--- src/rtl/alu_cmd_host.sv ---
// Host-side initiator of the UART ALU command protocol: sends A, B, opcode into the
// TX FIFO, then waits (bounded) for one result byte from the RX FIFO.
module alu_cmd_host #(
    parameter int N_BIT   = 8,
    parameter int TIMEOUT = 1000000,
    parameter int TO_BIT  = 20
) (
    input  logic             i_clk,
    input  logic             i_rst_n,
    input  logic             i_start,
    input  logic [N_BIT-1:0] i_op_a,
    input  logic [N_BIT-1:0] i_op_b,
    input  logic [N_BIT-1:0] i_opcode,
    input  logic             i_tx_full,
    input  logic             i_rx_empty,
    input  logic [N_BIT-1:0] i_r_data,
    output logic             o_wr_uart,
    output logic [N_BIT-1:0] o_w_data,
    output logic             o_rd_uart,
    output logic             o_busy,
    output logic             o_done,
    output logic [N_BIT-1:0] o_result,
    output logic             o_timeout
);

    typedef enum logic [2:0] {
        S_IDLE     = 3'd0,
        S_SEND_A   = 3'd1,
        S_SEND_B   = 3'd2,
        S_SEND_OP  = 3'd3,
        S_WAIT_RES = 3'd4,
        S_DONE     = 3'd5
    } state_t;

    localparam logic [TO_BIT-1:0] TO_LAST = TO_BIT'(TIMEOUT - 1);

    state_t             r_state;
    state_t             w_state_nxt;
    logic [N_BIT-1:0]   r_op_a;
    logic [N_BIT-1:0]   r_op_b;
    logic [N_BIT-1:0]   r_opcode;
    logic [TO_BIT-1:0]  r_cnt;
    logic [N_BIT-1:0]   r_result;
    logic               r_timeout;
    logic               w_wr;
    logic               w_rd;
    logic [N_BIT-1:0]   w_byte;
    logic               w_to_hit;
    logic               w_accept;

    assign w_accept = (r_state == S_IDLE) && i_start;

    // Next-state and strobe decode; write/read strobes react to FIFO flags in the same cycle.
    always_comb begin
        w_state_nxt = r_state;
        w_wr        = 1'b0;
        w_rd        = 1'b0;
        w_byte      = '0;
        w_to_hit    = 1'b0;
        case (r_state)
            S_IDLE: begin
                w_rd = ~i_rx_empty;
                if (i_start) begin
                    w_state_nxt = S_SEND_A;
                end else begin
                    w_state_nxt = S_IDLE;
                end
            end
            S_SEND_A: begin
                w_byte = r_op_a;
                w_wr   = ~i_tx_full;
                if (!i_tx_full) begin
                    w_state_nxt = S_SEND_B;
                end else begin
                    w_state_nxt = S_SEND_A;
                end
            end
            S_SEND_B: begin
                w_byte = r_op_b;
                w_wr   = ~i_tx_full;
                if (!i_tx_full) begin
                    w_state_nxt = S_SEND_OP;
                end else begin
                    w_state_nxt = S_SEND_B;
                end
            end
            S_SEND_OP: begin
                w_byte = r_opcode;
                w_wr   = ~i_tx_full;
                if (!i_tx_full) begin
                    w_state_nxt = S_WAIT_RES;
                end else begin
                    w_state_nxt = S_SEND_OP;
                end
            end
            S_WAIT_RES: begin
                // An arriving byte takes priority over an expiring counter.
                if (!i_rx_empty) begin
                    w_rd        = 1'b1;
                    w_state_nxt = S_DONE;
                end else if (r_cnt == TO_LAST) begin
                    w_to_hit    = 1'b1;
                    w_state_nxt = S_DONE;
                end else begin
                    w_state_nxt = S_WAIT_RES;
                end
            end
            S_DONE: begin
                w_state_nxt = S_IDLE;
            end
            default: begin
                w_state_nxt = S_IDLE;
            end
        endcase
    end

    // State register.
    always_ff @(posedge i_clk or negedge i_rst_n) begin
        if (!i_rst_n) begin
            r_state <= S_IDLE;
        end else begin
            r_state <= w_state_nxt;
        end
    end

    // Operand latches, loaded only on an accepted start.
    always_ff @(posedge i_clk or negedge i_rst_n) begin
        if (!i_rst_n) begin
            r_op_a   <= '0;
            r_op_b   <= '0;
            r_opcode <= '0;
        end else if (w_accept) begin
            r_op_a   <= i_op_a;
            r_op_b   <= i_op_b;
            r_opcode <= i_opcode;
        end
    end

    // Wait counter: zero outside WAIT_RES, counts empty cycles inside it.
    always_ff @(posedge i_clk or negedge i_rst_n) begin
        if (!i_rst_n) begin
            r_cnt <= '0;
        end else if (r_state != S_WAIT_RES) begin
            r_cnt <= '0;
        end else if (i_rx_empty) begin
            r_cnt <= r_cnt + TO_BIT'(1);
        end
    end

    // Result and timeout flag; result only loads from WAIT_RES so IDLE drains never touch it.
    always_ff @(posedge i_clk or negedge i_rst_n) begin
        if (!i_rst_n) begin
            r_result  <= '0;
            r_timeout <= 1'b0;
        end else begin
            if ((r_state == S_WAIT_RES) && !i_rx_empty) begin
                r_result <= i_r_data;
            end
            if (w_accept) begin
                r_timeout <= 1'b0;
            end else if (w_to_hit) begin
                r_timeout <= 1'b1;
            end
        end
    end

    assign o_wr_uart = w_wr;
    assign o_w_data  = w_wr ? w_byte : '0;
    assign o_rd_uart = w_rd & i_rst_n;
    assign o_busy    = (r_state != S_IDLE);
    assign o_done    = (r_state == S_DONE);
    assign o_result  = r_result;
    assign o_timeout = r_timeout;

endmodule

--- config.mk ---
export PLATFORM = sky130hd
export DESIGN_NAME = alu_cmd_host
export DESIGN_NICKNAME = d
export VERILOG_FILES = /design/src/rtl/alu_cmd_host.sv
export SDC_FILE = /design/constraint.sdc
export NUM_CORES = 1
export LEC_CHECK = 0
export BUFFER_PORTS_ARGS = -buffer_cell sky130_fd_sc_hd__buf_2
export CORE_MARGIN = 2
export CORE_UTILIZATION = 31
export DETAILED_ROUTE_END_ITERATION = 10
export GPL_ROUTABILITY_DRIVEN = 0
export HOLD_SLACK_MARGIN = 0.05
export SLEW_MARGIN = 30
export SYNTH_ARGS = -nofsm -noshare
export SYNTH_HDL_FRONTEND = slang
export SYNTH_SLANG_ARGS = --single-unit
--- constraint.sdc ---
create_clock -name i_clk -period 2.05 [get_ports i_clk]
set_input_delay 0.41 -clock i_clk [delete_from_list [all_inputs] [get_ports i_clk]]
set_output_delay 0.41 -clock i_clk [all_outputs]
set_load 0.02 [all_outputs]
==> metrics.md <==
| Metric | Value |
|---|---|
| Status | `completed` |
| Period utilization | `a little over nine tenths` |
| Largest family of logic cells by synthesized area | `multiplexers` |
| Post-CTS Hold Fix Bufs | `0` |
| Synth warn | `0` |
| Vias | `2031` |
| Multi-input gate area | `1281 µm²` |
| CTS Buf Count | `5` |
| Max IR drop VDD | `~0.63 mV` |
| Maximum fanout along the worst path | `11` |
| Yosys top cell area share | `slightly above 50%` |
| Setup TNS | `0 ps` |
| Async SR Flop Fraction | `between 90% and 100%` |
| WL/cell | `14.35 µm` |
| Post-Syn Nets | `between 200 and 300` |
| Most frequent cell after synthesis | `dfrtp_1` |
| Port-buffer cells | `between 50 and 60` |
| Number of nets in the layout | `between 300 and 400` |
| PwrDens | `1229 nW/µm²` |
| Post-Synth Simple-Gate Area | `between 10% and 20%` |
| Ys flop type | `dfrtp_1` |
| Sequential Area | `~1400 µm²` |
| Mux cell area share after synthesis | `~17%` |
| Final Non-Filler Cells | `about 410` |
| Layout cells sized above 1 | `35.62%` |
| Max_slew headroom | `51.75%` |
| Critical Path RT | `roughly 1600 ps` |
| Placed cells | `400` |
| Post-route cell area | `~3400 µm²` |
| Unique cell type count in the Yosys netlist | `39` |
| Worst-Skew Late Latency | `between 300 and 400 ps` |
| Synth area leaders | `dfrtp_1 (51%), mux2_1 (13%), mux2_2 (3.7%)` |
| Worst r2r path cells | `4` |
| First-pass GRT wire length | `~9.7 mm` |
| Max incr delay on CP | `between 400 and 500 ps` |
| Fill count | `894` |
| Crit path cell chain | `buf_4, nor2b_4, buf_4, a22oi_2, nor2_1, buf_4` |
| Clock sinks | `between 50 and 60` |
| Leakage | `approximately 1.5 nW` |
| Post-Place Worst Slack | `roughly 250 ps` |
| Clk pin slew, worst setup/hold paths | `around 100 ps` |
| Antenna Cells | `0` |
| Synth Area in Compound Gates | `~7.4%` |
| Min Tclk post-route | `2022 ps` |
| Num ports | `between 50 and 60` |
| Clock root buffer | `clkbuf_8` |
| Placed cell area | `3167 µm²` |
| Vias per std cell | `4.906` |
| Overflow after GRT | `0` |
| Clock buffer depth | `2` |
| Commonest cells in the netlist | `dfrtp_1 (56), mux2_1 (32), nor2_1 (21), a21oi_1 (10)` |
| Clk_skew | `approximately 6.4 ps` |
| Worst path slowest cell | `dfrtp_2` |
| Fmax | `about 490 MHz` |
| DRC | `0` |
| Worst-Margin Slew | `roughly 720 ps` |
| GRT Overall Usage | `between 10% and 20%` |
| WS Path Type | `flip-flop to primary output` |
| Die Wd | `98.15 µm` |
| Initial antenna violation count | `0` |
| Final Hold Fails | `0` |
| Hold/Removal Path Class | `input pin to asynchronous set/reset pin` |
| Cell Area, Synth | `2748 µm²` |
| WP data arrival | `about 1600 ps` |
| Die ar. | `roughly 9600 µm²` |
| Syn_area_per_cell | `around 11 µm²` |
| Hold Slack | `about 280 ps` |
| Post-Synthesis Cells | `240` |
| Htree depth | `2` |
| Post-synth EDFFs | `0` |
| Final WS setup | `between 20 and 30 ps` |
| Most used cell, CP | `buf_4` |
| Initial Util | `a little under a third` |
| Crit start category | `flip-flop` |
| CORE AREA | `between 8000 and 9000 µm²` |
| DR pass1 iterations | `4` |
| Routed WL | `just under 6 mm` |
| Row count | `34` |
| Iteration-0 DRC count of the detailed router | `roughly 110` |
| Final Slew Violations | `0` |
| Yosys top cell by area | `dfrtp_1` |
| CP endpoint kind | `primary output` |
| Die H | `approximately 98 µm` |
| Area grow syn2layout | `24.82%` |
| # setup viols final | `0` |
| Max-cap violations | `0` |
| CTS tree | `yes` |
| XOR/XNOR Fraction of Synth Area | `roughly 3.2%` |
| Unrepaired setup endpoints after global routing | `true` |
| Vias in the first global route | `roughly 2000` |
| Pin count of the biggest net entering global routing | `57` |
| Post-DP HPWL | `approximately 4 mm` |
| Adder-cell share of the synthesized area | `less than 1%` |
| Yosys reg bits | `between 50 and 60` |
| Post-route ant nets | `0` |
| Post-synthesis sequential area ratio | `between 50% and 60%` |
## cells by family (layout without fill, tap and decap cells)
family          after synthesis  count (layout)
mux                          42              42
fa+ha+maj                     1               1
simple gates                 76              76
flops                        56              56
xor+xnor                     10              10
buf+inv                      21              87
compound gates               34              34
## registers in the layout, indices dropped and copies added, names as in the netlist
register / count
r_op_a: 8
o_timeout: 1
o_result: 8
r_cnt: 20
r_opcode: 8
r_state: 3
r_op_b: 8
## cell type report
cell class                 instances  area share (%)
sequential                        56           40.93
multi-input combinational        163           37.36
timing repair buffer              74           13.97
tap                              108           3.940
clock buffer                       6           2.116
clock inverter                     2           1.131
inverter                           5          0.5472
## worst max-delay path, delay by kind of cell (launching register included)
kind,cells,cell delay [ps]
compound gates,1,90
simple gates,2,210
buf+inv,3,500
flops,1,490
## through the flow
stage | util (%) | power [W]
floorplan | - | 0.002687
global placement | 36.49 | 0.003144
detailed placement | 36.49 | 0.003171
CTS | 37.83 | 0.003932
global route | 39.52 | 0.004474
finish | 39.52 | 0.004216
## where the power goes
group	total (W)	internal, W	switching (W)
Sequential	0.00169	0.00146	0.000231
Clock	0.000741	0.000370	0.000371
Combinational	0.00178	0.000924	0.000859
## final timing paths
kind / startpoint / to / slack, ps
min in group i_clk: i_r_data[2] / o_result[2] / 300
hold / removal: i_rst_n / r_cnt[13] / 280
setup / recovery: r_state[0] / o_w_data[5] / 30
setup reg to reg: r_state[0] / o_result[5] / 180
hold reg to reg: o_result[0] / o_result[0] / 490
max in group asynchronous: i_rst_n / r_state[1] / 1240
## metal layers
layer | up-vias | track usage (%) | share of wire (%) | routed length [µm]
li1 | 992 | - | - | -
met1 | 996 | 16.99 | 46 | 2759
met2 | 41 | 18.65 | 47 | 2792
met3 | 2 | 4.438 | 6.1 | 360
met4 | 0 | 2.213 | 0.45 | 27
met5 | - | 0 | 0 | 0
## placed cells by master, fill, tap and decap left out, types with 2 or more instances in the layout
cell,n
dfrtp_1,54
buf_2,49
mux2_1,32
nor2_1,21
buf_4,21
a21oi_1,10
or3_1,9
nand3_1,9
nand2_1,8
a22oi_2,8
xor2_1,7
mux2_2,6
o21ai_0,6
nand4_1,5
clkbuf_8,5
o21ai_1,4
inv_1,4
o31ai_1,4
or4_1,4
xnor2_1,3
and3_1,3
mux2_4,3
nor3_1,2
and4_1,2
nor4b_1,2
buf_12,2
dfrtp_2,2
## what timing repair did
item	CTS	global route
pin swaps	0	9
resized for setup	2	22
buffers inserted	0	6
endpoints found under the setup margin	9	9
gates cloned	0	1
Power figures use the tool's default switching activity.
